## src/rtl/kf8237_channel_address_counter_bank_if.sv

```systemverilog
// kf8237_channel_address_counter_bank_if: register-bus and transfer-control signals of the channel address/count bank.
interface kf8237_channel_address_counter_bank_if #(
    parameter int CHANNELS  = 4,
    parameter int REG_WIDTH = 16
);
    logic                 clock_n_en;
    logic [7:0]           internal_data_bus;
    logic [7:0]           read_data;
    logic [CHANNELS-1:0]  write_base_and_current_address;
    logic [CHANNELS-1:0]  write_base_and_current_word_count;
    logic [CHANNELS-1:0]  read_current_address;
    logic [CHANNELS-1:0]  read_current_word_count;
    logic                 clear_byte_pointer;
    logic                 master_clear;
    logic [CHANNELS-1:0]  transfer_register_select;
    logic                 initialize_current_register;
    logic                 next_word;
    logic                 address_hold_config;
    logic                 decrement_address_config;
    logic [CHANNELS-1:0]  autoinitialize_config;
    logic                 read_terminal_count_status;
    logic                 terminal_count;
    logic [CHANNELS-1:0]  terminal_count_status;
    logic                 update_high_address;
    logic [REG_WIDTH-1:0] transfer_address;

    modport master (
        output clock_n_en, internal_data_bus, write_base_and_current_address,
               write_base_and_current_word_count, read_current_address, read_current_word_count,
               clear_byte_pointer, master_clear, transfer_register_select, initialize_current_register,
               next_word, address_hold_config, decrement_address_config, autoinitialize_config,
               read_terminal_count_status,
        input  read_data, terminal_count, terminal_count_status, update_high_address, transfer_address
    );

    modport slave (
        input  clock_n_en, internal_data_bus, write_base_and_current_address,
               write_base_and_current_word_count, read_current_address, read_current_word_count,
               clear_byte_pointer, master_clear, transfer_register_select, initialize_current_register,
               next_word, address_hold_config, decrement_address_config, autoinitialize_config,
               read_terminal_count_status,
        output read_data, terminal_count, terminal_count_status, update_high_address, transfer_address
    );
endinterface

```

## src/rtl/kf8237_channel_address_counter_bank.sv

```systemverilog
// kf8237_channel_address_counter_bank: per-channel base/current address and word-count registers with
// byte-serial access, advance, autoinitialise reload and terminal-count status.
module kf8237_channel_address_counter_bank #(
    parameter int CHANNELS  = 4,
    parameter int REG_WIDTH = 16
) (
    input logic clock,
    input logic reset,
    kf8237_channel_address_counter_bank_if.slave bus
);
    localparam int NBYTES = REG_WIDTH / 8;
    localparam int IW = (NBYTES > 1) ? $clog2(NBYTES) : 1;
    localparam int CW = (CHANNELS > 1) ? $clog2(CHANNELS) : 1;

    logic [REG_WIDTH-1:0] base_address       [CHANNELS];
    logic [REG_WIDTH-1:0] current_address    [CHANNELS];
    logic [REG_WIDTH-1:0] base_word_count    [CHANNELS];
    logic [REG_WIDTH-1:0] current_word_count [CHANNELS];
    logic [IW-1:0]        byte_index;
    logic                 read_prev;
    logic                 tc_pulse;
    logic [CHANNELS-1:0]  status;
    logic [REG_WIDTH-1:0] xfer_address;
    logic [CW-1:0]        active;
    logic                 active_valid;
    logic [REG_WIDTH-1:0] next_address;
    logic [7:0]           read_byte;
    logic                 read_any;
    logic                 write_any;
    logic                 advance;
    logic                 terminal;

    assign read_any  = |{bus.read_current_address, bus.read_current_word_count};
    assign write_any = |{bus.write_base_and_current_address, bus.write_base_and_current_word_count};

    // Reverse scans so the lowest set bit is the last assignment and wins.
    always_comb begin
        active = '0;
        active_valid = 1'b0;
        read_byte = 8'h00;
        for (int i = CHANNELS - 1; i >= 0; i--) begin
            if (bus.transfer_register_select[i]) begin
                active = CW'(i);
                active_valid = 1'b1;
            end
            if (bus.read_current_word_count[i])
                read_byte = current_word_count[i][{byte_index, 3'b000} +: 8];
        end
        for (int i = CHANNELS - 1; i >= 0; i--)
            if (bus.read_current_address[i])
                read_byte = current_address[i][{byte_index, 3'b000} +: 8];
    end

    assign next_address = bus.address_hold_config ? current_address[active] :
                          bus.decrement_address_config ? current_address[active] - REG_WIDTH'(1) :
                          current_address[active] + REG_WIDTH'(1);
    // A write strobe or initialise on the active channel outranks the advance.
    assign advance = bus.next_word & bus.clock_n_en & active_valid & ~bus.initialize_current_register &
                     ~(bus.write_base_and_current_address[active] | bus.write_base_and_current_word_count[active]);
    assign terminal = advance && (current_word_count[active] == '0);

    assign bus.read_data             = read_byte;
    assign bus.terminal_count        = tc_pulse;
    assign bus.terminal_count_status = status;
    assign bus.transfer_address      = xfer_address;
    assign bus.update_high_address   = active_valid && !bus.address_hold_config &&
                                       (next_address[REG_WIDTH-1:8] != xfer_address[REG_WIDTH-1:8]);

    always_ff @(posedge clock or posedge reset) begin
        if (reset) begin
            byte_index <= '0;
            read_prev <= 1'b0;
            tc_pulse <= 1'b0;
            status <= '0;
            xfer_address <= '0;
            for (int c = 0; c < CHANNELS; c++) begin
                base_address[c] <= '0;
                current_address[c] <= '0;
                base_word_count[c] <= '0;
                current_word_count[c] <= '0;
            end
        end else if (bus.master_clear) begin
            byte_index <= '0;
            read_prev <= 1'b0;
            tc_pulse <= 1'b0;
            status <= '0;
            xfer_address <= '0;
            for (int c = 0; c < CHANNELS; c++) begin
                base_address[c] <= '0;
                current_address[c] <= '0;
                base_word_count[c] <= '0;
                current_word_count[c] <= '0;
            end
        end else begin
            byte_index <= bus.clear_byte_pointer ? '0 :
                          !(write_any || (read_prev && !read_any)) ? byte_index :
                          (byte_index == IW'(NBYTES - 1)) ? '0 : byte_index + IW'(1);
            read_prev <= read_any;
            tc_pulse <= terminal;
            status <= (bus.read_terminal_count_status ? '0 : status) |
                      (terminal ? CHANNELS'(1) << active : '0);
            if (bus.clock_n_en && active_valid)
                xfer_address <= current_address[active];
            for (int c = 0; c < CHANNELS; c++) begin
                if (bus.write_base_and_current_address[c] || bus.write_base_and_current_word_count[c]) begin
                    if (bus.write_base_and_current_address[c]) begin
                        base_address[c][{byte_index, 3'b000} +: 8] <= bus.internal_data_bus;
                        current_address[c][{byte_index, 3'b000} +: 8] <= bus.internal_data_bus;
                    end
                    if (bus.write_base_and_current_word_count[c]) begin
                        base_word_count[c][{byte_index, 3'b000} +: 8] <= bus.internal_data_bus;
                        current_word_count[c][{byte_index, 3'b000} +: 8] <= bus.internal_data_bus;
                    end
                end else if (active_valid && active == CW'(c)) begin
                    if (bus.initialize_current_register || (terminal && bus.autoinitialize_config[c])) begin
                        current_address[c] <= base_address[c];
                        current_word_count[c] <= base_word_count[c];
                    end else if (advance) begin
                        current_address[c] <= next_address;
                        current_word_count[c] <= current_word_count[c] - REG_WIDTH'(1);
                    end
                end
            end
        end
    end
endmodule

```

## src/flat_wrapper.sv

```systemverilog
// flat-port wrapper written by rule: the top's interface ports become plain ports
module kf8237_channel_address_counter_bank_flat 
#(
    parameter int CHANNELS  = 4,
    parameter int REG_WIDTH = 16
)
  (clock, reset, bus_clock_n_en, bus_internal_data_bus, bus_write_base_and_current_address, bus_write_base_and_current_word_count, bus_read_current_address, bus_read_current_word_count, bus_clear_byte_pointer, bus_master_clear, bus_transfer_register_select, bus_initialize_current_register, bus_next_word, bus_address_hold_config, bus_decrement_address_config, bus_autoinitialize_config, bus_read_terminal_count_status, bus_read_data, bus_terminal_count, bus_terminal_count_status, bus_update_high_address, bus_transfer_address);
  kf8237_channel_address_counter_bank_if #(.CHANNELS(CHANNELS), .REG_WIDTH(REG_WIDTH)) bus_i ();
  input logic clock;
  input logic reset;
  input wire logic [$bits(bus_i.clock_n_en)-1:0] bus_clock_n_en;
  input wire logic [$bits(bus_i.internal_data_bus)-1:0] bus_internal_data_bus;
  input wire logic [$bits(bus_i.write_base_and_current_address)-1:0] bus_write_base_and_current_address;
  input wire logic [$bits(bus_i.write_base_and_current_word_count)-1:0] bus_write_base_and_current_word_count;
  input wire logic [$bits(bus_i.read_current_address)-1:0] bus_read_current_address;
  input wire logic [$bits(bus_i.read_current_word_count)-1:0] bus_read_current_word_count;
  input wire logic [$bits(bus_i.clear_byte_pointer)-1:0] bus_clear_byte_pointer;
  input wire logic [$bits(bus_i.master_clear)-1:0] bus_master_clear;
  input wire logic [$bits(bus_i.transfer_register_select)-1:0] bus_transfer_register_select;
  input wire logic [$bits(bus_i.initialize_current_register)-1:0] bus_initialize_current_register;
  input wire logic [$bits(bus_i.next_word)-1:0] bus_next_word;
  input wire logic [$bits(bus_i.address_hold_config)-1:0] bus_address_hold_config;
  input wire logic [$bits(bus_i.decrement_address_config)-1:0] bus_decrement_address_config;
  input wire logic [$bits(bus_i.autoinitialize_config)-1:0] bus_autoinitialize_config;
  input wire logic [$bits(bus_i.read_terminal_count_status)-1:0] bus_read_terminal_count_status;
  output wire logic [$bits(bus_i.read_data)-1:0] bus_read_data;
  output wire logic [$bits(bus_i.terminal_count)-1:0] bus_terminal_count;
  output wire logic [$bits(bus_i.terminal_count_status)-1:0] bus_terminal_count_status;
  output wire logic [$bits(bus_i.update_high_address)-1:0] bus_update_high_address;
  output wire logic [$bits(bus_i.transfer_address)-1:0] bus_transfer_address;
  assign bus_i.clock_n_en = bus_clock_n_en;
  assign bus_i.internal_data_bus = bus_internal_data_bus;
  assign bus_i.write_base_and_current_address = bus_write_base_and_current_address;
  assign bus_i.write_base_and_current_word_count = bus_write_base_and_current_word_count;
  assign bus_i.read_current_address = bus_read_current_address;
  assign bus_i.read_current_word_count = bus_read_current_word_count;
  assign bus_i.clear_byte_pointer = bus_clear_byte_pointer;
  assign bus_i.master_clear = bus_master_clear;
  assign bus_i.transfer_register_select = bus_transfer_register_select;
  assign bus_i.initialize_current_register = bus_initialize_current_register;
  assign bus_i.next_word = bus_next_word;
  assign bus_i.address_hold_config = bus_address_hold_config;
  assign bus_i.decrement_address_config = bus_decrement_address_config;
  assign bus_i.autoinitialize_config = bus_autoinitialize_config;
  assign bus_i.read_terminal_count_status = bus_read_terminal_count_status;
  assign bus_read_data = bus_i.read_data;
  assign bus_terminal_count = bus_i.terminal_count;
  assign bus_terminal_count_status = bus_i.terminal_count_status;
  assign bus_update_high_address = bus_i.update_high_address;
  assign bus_transfer_address = bus_i.transfer_address;
  kf8237_channel_address_counter_bank #(.CHANNELS(CHANNELS), .REG_WIDTH(REG_WIDTH)) u_core (.clock(clock), .reset(reset), .bus(bus_i));
endmodule
```

## config.mk

```make
export PLATFORM = sky130hd
export DESIGN_NAME = kf8237_channel_address_counter_bank_flat
export DESIGN_NICKNAME = d
export VERILOG_FILES = /design/src/rtl/kf8237_channel_address_counter_bank_if.sv /design/src/rtl/kf8237_channel_address_counter_bank.sv /design/src/flat_wrapper.sv
export SDC_FILE = /design/constraint.sdc
export NUM_CORES = 1
export LEC_CHECK = 0
export CAP_MARGIN = 15
export CORE_MARGIN = 2
export CORE_UTILIZATION = 30
export DETAILED_ROUTE_END_ITERATION = 8
export GPL_TIMING_DRIVEN = 0
export PLACE_DENSITY = 0.53
export SLEW_MARGIN = 30
export SYNTH_ARGS = -nofsm -noshare
export SYNTH_HDL_FRONTEND = slang
export SYNTH_SLANG_ARGS = --single-unit
```

## constraint.sdc

```tcl
create_clock -name clock -period 35 [get_ports clock]
set_input_delay 10.5 -clock clock [delete_from_list [all_inputs] [get_ports clock]]
set_output_delay 10.5 -clock clock [all_outputs]
set_load 0.02 [all_outputs]
```

==> results of run 1 <==
==> layer usage <==
| metal | part of all wire | vias to the layer above | GRT usage |
|---|---|---|---|
| li1 | - | 8077 | - |
| met3 | 0.093 | 224 | 0.06525 |
| met4 | 0.057 | 4 | 0.1497 |
| met2 | 0.43 | 990 | 0.4476 |
| met5 | 0.00025 | - | 0 |
| met1 | 0.42 | 8951 | 0.3961 |
==> cells in the mapped netlist, types with 14 or more instances <==
| master | count |
|---|---|
| o211ai_1 | 36 |
| nand2_1 | 370 |
| xnor2_1 | 49 |
| xor2_1 | 24 |
| nor2_1 | 249 |
| clkbuf_1 | 137 |
| mux2i_1 | 49 |
| a21oi_1 | 250 |
| nor2b_1 | 18 |
| mux2_2 | 36 |
| nand3_1 | 86 |
| o31ai_1 | 22 |
| buf_1 | 22 |
| buf_2 | 16 |
| inv_1 | 21 |
| a31oi_1 | 17 |
| nor3_1 | 97 |
| o22ai_1 | 46 |
| nand2b_1 | 18 |
| o21ai_0 | 89 |
| dfrtp_1 | 279 |
| ha_1 | 21 |
| a211oi_1 | 83 |
| a22o_1 | 14 |
==> layout make-up <==
cell class	count	area [um2]
clock inverters	9	180.2
well taps	765	957.2
clock buffers	51	1039
inverters	23	93.84
repair buffers	65	706.9
multi-input cells	1727	9896
plain buffers	185	797.0
flip-flops and latches	279	6982
diodes	1	2.502
fillers	6129	37260
==> metrics by stage <==
step / power [mW] / hold slack (ns) / setup slack (ns)
6_report: 1.023 / 0.5202 / 7.606
5_1_grt: 1.055 / 0.5446 / 7.175
4_1_cts: 1.016 / 0.5215 / 7.616
3_5_place_dp: 0.6190 / 0.5130 / 7.645
3_3_place_gp: 0.6121 / 0.5103 / 7.186
2_1_floorplan: 0.5086 / 0.4590 / 9.883
==> logic make-up (layout without fill, tap and decap cells) <==
kind of cell               Yosys count  count (layout)
AOI/OAI and AO/OA                  624             624
xor gates and xnor gates            73              73
adders and majority gates           22              22
buffers and inverters              208             333
DFF                                279             279
muxes                               86              86
other                                0               1
and+or+nand+nor                    922             922
==> registers in the layout, indices dropped and copies added, names as in the netlist <==
name / flops
u_core.base_address: 64
u_core.bus.terminal_count: 1
u_core.current_address: 64
u_core.byte_index: 1
u_core.read_prev: 1
u_core.base_word_count: 64
u_core.bus.transfer_address: 16
u_core.bus.terminal_count_status: 4
u_core.current_word_count: 64
==> tightest hold or removal path: cells and delay by family (launching register included) <==
kind            cells  cell delay [ns]
simple gates        1             0.06
flops               1             0.37
compound gates      1             0.05
==> power groups by stage <==
stage	Combinational [mW]	Clock, mW	Sequential, mW
final	0.254	0.399	0.370
after global routing	0.269	0.415	0.371
after CTS	0.247	0.402	0.368
after detailed placement	0.245	0	0.374
after global placement	0.238	0	0.374
after floorplan	0.146	0	0.362
==> worst max-delay path by stage <==
stage / start / endpoint / cells after the start
after global placement: bus_transfer_register_select[3] / bus_update_high_address / 19
after floorplan: bus_transfer_register_select[1] / bus_update_high_address / 18
after detailed placement: bus_transfer_register_select[3] / bus_update_high_address / 19
final: bus_transfer_register_select[3] / bus_update_high_address / 19
after CTS: bus_transfer_register_select[3] / bus_update_high_address / 19
after global routing: bus_transfer_register_select[3] / bus_update_high_address / 19
==> flow_summary.yaml, run 1 <==
clock_tree:
  cts_tree: "yes"
  cts_root_buffer: "clkbuf_16"
  cts.clk_slew.worst_paths_ns: 0.05
  post_cts_resized: 0
  clkLatencyLatePin_ns: 0.57
  clk_path_buf_depth: 3
  cts_buffers: 36
  cts_setup_buffers: 0
  hold_buffers: 0
  clock-sinks: 279
  htreeDepth: 2
power:
  powerDensity_mw_per_mm2: 49.53
  clkPwrFrac: 0.390
  seqPwrFrac: 0.362
  leakage_nw: 8.199
  p_int_uw: 664.8
  power.switching_uw: 358.2
  pwr-share-comb: 0.248
  power_switching_share: 0.3502
  peakVddDrop_uv: 29.40
cells_and_area:
  layout_commonest_cell: "nand2_1"
  fin_util: 0.3566
  fin_area_mm2: 0.02065
  instances_no_fill: 3105
  mostFrequentLayoutCells: "nand2_1 (370), dfrtp_1 (279), nor2_1 (248)"
  drive_gt1_frac: 0.07867
  nets: 2381
  area_delta_synth_final_pct: 17.23
logic_synthesis:
  ys_ff_latch: 279
  yosys.area_share.simple: 0.2305
  synth.yosys.seq_area_share: 0.3963
  yosys_warnings: 0
  synth_edf_count: 0
  syn_area_mm2: 0.01762
  synth.lib_cells_used.distinct: 71
  synthAdderAreaFrac: 0.01605
  syn_inst: 2214
  muxShareOfSynthArea: 0.05213
  synth_xor_area_frac: 0.03629
  yosys.area.top_type: "dfrtp_1"
  synth_compound_area_frac: 0.2201
  ys.flop_type: "dfrtp_1"
  ys_top_cells_by_area: "dfrtp_1 (40%), nand2_1 (7.9%), a21oi_1 (7.1%), nor2_1 (5.3%), a211oi_1 (3.5%)"
  synthDominantCellAreaShare: 0.3963
  synth_fp_nets: 2278
  synth_top_family_by_area: "simple AND/OR/NAND/NOR gates"
  synth-async-reset-ratio: 1.000
  avgSynthCellArea_um2: 7.958
global_routing:
  grt_pass1_vias: 17410
  grt_start_max_net_pins: 88
  overflow: 0
  antenna_found_initial: 5
  grt_usage: 0.2958
  grt_pass1_wl_um: 127800
worst_setup_path:
  path_common_cell: "a21oi_1"
  cp.required_ns: 24.50
  crit_buf_inv: 4
  start_kind: "input pin"
  ff2ff_path_depth: 9
  cp_max_fo: 10
  slowest_delay_ns: 0.82
  crit_family: "compound AO/OA/AOI/OAI gates"
  critical-path-slowest-cell: "mux2i_2"
  setup.reg_to_reg.worst_slack_ns: 29.77
  rr_startpoint: "u_core.byte_index"
  path_class: "input pin to output port"
  cp.arrival_ns: 16.89
  crit_chain: "clkdlybuf4s50_1 > clkbuf_1 > nand2b_1 > a21oi_1 > buf_1 > mux2i_1 > a2bb2oi_1 > o21ai_0 > ha_1 > a21oi_1 > nand2_1 > o31ai_1 > o21ai_0 > a21oi_1 > xnor2_1 > mux2i_2 > xor2_1 > a31oi_1 > clkdlybuf4s50_1"
  timing.rr.end: "u_core.current_word_count[56]"
  end_kind: "output port"
floorplanning:
  die_h_um: 246.3
  die_area_mm2: 0.06068
  ios: 72
  core_mm2: 0.05792
  die_x_um: 246.3
  num_rows: 88
  floorplan.initialDensity: 0.3042
placed_design:
  numPortBuffers: 59
  dp_cells: 3044
  gp_congestion: 1.030
  post_dp_cell_area_mm2: 0.01942
  detailed_place_hpwl_um: 66900
sta:
  slew_violations: 0
  finalCriticalPeriod_ns: 27.39
  setup-tns-final_ns: 0
  relSlewSlack: 0.2846
  fmax_ghz: 0.03650
  rsz0062_at_grt: "no"
  fin_skew_ns: 0.02903
  setup_viol: 0
  period_share: 0.7827
  tightest_slew_ns: 1.052
  hold_viol: 0
routing:
  ant_nets: 0
  drc_errors: 0
  first_iter_violations: 2383
  wire_per_inst_um: 29.21
  drt-total-wl_um: 90710
  dr_total_vias: 18250
  vias_per_cell: 5.876
  dr.pass1.iters: 7
hold_path:
  whs_endpoint: "u_core.bus.transfer_address[7]"
  hp-start: "u_core.bus.transfer_address[7]"
  whs_path_depth: 2
  min_path_type: "flop to flop"
flow_run:
  drv_cap: 0
status:
  status: "finished, final reports clean"
Note: power is estimated with default switching activity, not from simulation.
==> inputs of run 2 (changes only) <==
==> constraint.sdc (replaced) <==
create_clock -name clock -period 27.1 [get_ports clock]
set_input_delay 8.13 -clock clock [delete_from_list [all_inputs] [get_ports clock]]
set_output_delay 8.13 -clock clock [all_outputs]
set_load 0.02 [all_outputs]
==> results of run 2 <==
Same layout as run 1 (identical final DEF). Status: finished, final reports clean.
Among the figures that moved: setup slack after placement 7.645 ns -> 4.485 ns; setup slack after layout 7.606 ns -> 4.446 ns; register-to-register setup slack 29.77 ns -> 21.87 ns; total power 1.023 mW -> 1.321 mW; worst IR drop on VDD 29.40 uV -> 37.98 uV
==> inputs of run 3 (changes only) <==
--- a/config.mk
+++ b/config.mk
@@ -10,7 +10,7 @@
 export CORE_UTILIZATION = 30
 export DETAILED_ROUTE_END_ITERATION = 8
 export GPL_TIMING_DRIVEN = 0
-export PLACE_DENSITY = 0.53
+export PLACE_DENSITY = 0.55
 export SLEW_MARGIN = 30
 export SYNTH_ARGS = -nofsm -noshare
 export SYNTH_HDL_FRONTEND = slang
==> constraint.sdc (replaced) <==
create_clock -name clock -period 18.9 [get_ports clock]
set_input_delay 5.67 -clock clock [delete_from_list [all_inputs] [get_ports clock]]
set_output_delay 5.67 -clock clock [all_outputs]
set_load 0.02 [all_outputs]
==> run 3 against run 2 <==
Die area unchanged. Clock-buffer cell count down 6. Via count up 0.33%. Clock skew up 0.0098 ns. Hold slack better by 0.0043 ns. Clock power up 34%. Routed wire length down 3.7%. Design area down 0.52%. Critical path depth unchanged. Highest routed layer unchanged.
==> flow_summary.yaml, run 3 (synthesis results as in run 1) <==
routing:
  first_iter_violations: 2631
  drc_errors: 0
  ant_nets: 0
  drt-total-wl_um: 87340
  vias_per_cell: 5.885
  wire_per_inst_um: 28.08
  dr.pass1.iters: 6
  dr_total_vias: 18310
worst_setup_path:
  cp.arrival_ns: 12.26
  cp_max_fo: 10
  crit_buf_inv: 4
  slowest_delay_ns: 0.84
  rr_startpoint: "u_core.byte_index"
  critical-path-slowest-cell: "mux2i_2"
  start_kind: "input pin"
  ff2ff_path_depth: 9
  crit_chain: "clkdlybuf4s50_1 > clkbuf_1 > nand2b_1 > a21oi_1 > buf_1 > mux2i_1 > a2bb2oi_1 > o21ai_0 > ha_1 > a21oi_1 > nand2_1 > o31ai_1 > o21ai_0 > xor2_1 > mux2i_2 > xnor2_1 > a2111oi_0 > a31oi_1 > clkdlybuf4s50_1"
  crit_family: "compound AO/OA/AOI/OAI gates"
  timing.rr.end: "u_core.current_word_count[8]"
  cp.required_ns: 13.23
  end_kind: "output port"
  path_class: "input pin to output port"
  setup.reg_to_reg.worst_slack_ns: 13.62
global_routing:
  grt_pass1_vias: 17360
  grt_pass1_wl_um: 123900
  antenna_found_initial: 6
  grt_usage: 0.2850
  grt_start_max_net_pins: 86
  overflow: 0
sta:
  period_share: 0.9489
  hold_viol: 0
  fin_skew_ns: 0.03879
  setup_viol: 0
  relSlewSlack: 0.2570
  finalWorstSetupSlack_ns: 0.9664
  whs_ns: 0.5244
  finalCriticalPeriod_ns: 17.93
  tightest_slew_ns: 1.115
  slew_violations: 0
  rsz0062_at_grt: "no"
  setup-tns-final_ns: 0
  fmax_ghz: 0.05576
placed_design:
  numPortBuffers: 59
  gp_congestion: 1.022
  place_ws_ns: 1.237
  detailed_place_hpwl_um: 63570
clock_tree:
  post_cts_resized: 0
  clk_path_buf_depth: 3
  cts.clk_slew.worst_paths_ns: 0.06
  clkLatencyLatePin_ns: 0.58
  clock-sinks: 279
  cts_root_buffer: "clkbuf_16"
  cts_setup_buffers: 0
  cts_buffers: 35
  hold_buffers: 0
  cts_tree: "yes"
  htreeDepth: 2
cells_and_area:
  layout_commonest_cell: "nand2_1"
  drive_gt1_frac: 0.07646
  fill_cells: 6136
  multi_input_area_mm2: 0.009864
  area_delta_synth_final_pct: 16.63
  nets: 2380
  mostFrequentLayoutCells: "nand2_1 (370), dfrtp_1 (279), nor2_1 (249)"
  regArea_mm2: 0.006982
floorplanning:
  die_area_mm2: 0.06068
  num_rows: 88
  die_h_um: 246.3
  die_x_um: 246.3
  ios: 72
  core_mm2: 0.05792
  floorplan.initialDensity: 0.3042
power:
  peakVddDrop_uv: 49.29
  leakage_nw: 8.148
  powerDensity_mw_per_mm2: 89.68
hold_path:
  whs_endpoint: "u_core.base_word_count[0]"
  min_path_type: "flop to flop"
  hp-start: "u_core.base_word_count[0]"
  whs_path_depth: 2
status:
  status: "finished, final reports clean"
flow_run:
  drv_cap: 0
==> run 3: changes by cell type in the layout (fill, tap and decap cells not counted), moves of 2 or more <==
cell and delta:
clkbuf_2 -4, clkbuf_8 -4, clkbuf_1 +3, clkinv_2 +9
diode_2 +4, a31oi_2 -2, bufinv_16 -2, a31oi_1 +2
==> run 3: layout make-up <==
type / count / area share
multi-input cells: 1727 / 0.4801
plain buffers: 185 / 0.03855
well taps: 765 / 0.04658
clock inverters: 17 / 0.008769
clock buffers: 45 / 0.04646
inverters: 23 / 0.004567
flip-flops and latches: 279 / 0.3398
repair buffers: 65 / 0.03459
diodes: 5 / 0.0006089
==> run 3: worst min-delay path: cells and delay by family (launching register included) <==
kind | cells | cell delay [ns]
AND/OR/NAND/NOR | 1 | 0.06
AO/OA/AOI/OAI | 1 | 0.05
flip-flops | 1 | 0.37
==> run 3: metrics by stage <==
step | util | instance area [um2] | instances | total power, mW
4_1_cts | 0.3543 | 20520 | 3105 | 1.825
3_5_place_dp | 0.3348 | 19390 | 3043 | 1.137
6_report | 0.3548 | 20550 | 3111 | 1.843
3_3_place_gp | 0.3309 | 19170 | 3038 | 1.125
5_1_grt | 0.3546 | 20530 | 3106 | 1.900
2_1_floorplan | - | 17620 | 2214 | 0.9418
==> run 3: worst max-delay path by stage <==
stage | from | end | slack, ns | cells past startpoint
floorplan | bus_transfer_register_select[1] | bus_update_high_address | 3.44 | 18
CTS | bus_transfer_register_select[3] | bus_update_high_address | 1.22 | 19
finish | bus_transfer_register_select[3] | bus_update_high_address | 0.97 | 19
global placement | bus_transfer_register_select[3] | bus_update_high_address | 0.90 | 20
global route | bus_transfer_register_select[3] | bus_update_high_address | 0.78 | 19
detailed placement | bus_transfer_register_select[3] | bus_update_high_address | 1.24 | 19
==> run 3: power by group <==
group	internal [mW]	switching [mW]
registers	0.634	0.0502
clock network	0.400	0.292
logic	0.146	0.321
==> run 3: layer usage <==
| metal | share of wire | global-route usage |
|---|---|---|
| met1 | 0.40 | 0.3744 |
| met2 | 0.42 | 0.4243 |
| met3 | 0.11 | 0.07756 |
| met4 | 0.062 | 0.1531 |
| met5 | 0.00061 | 0.003268 |
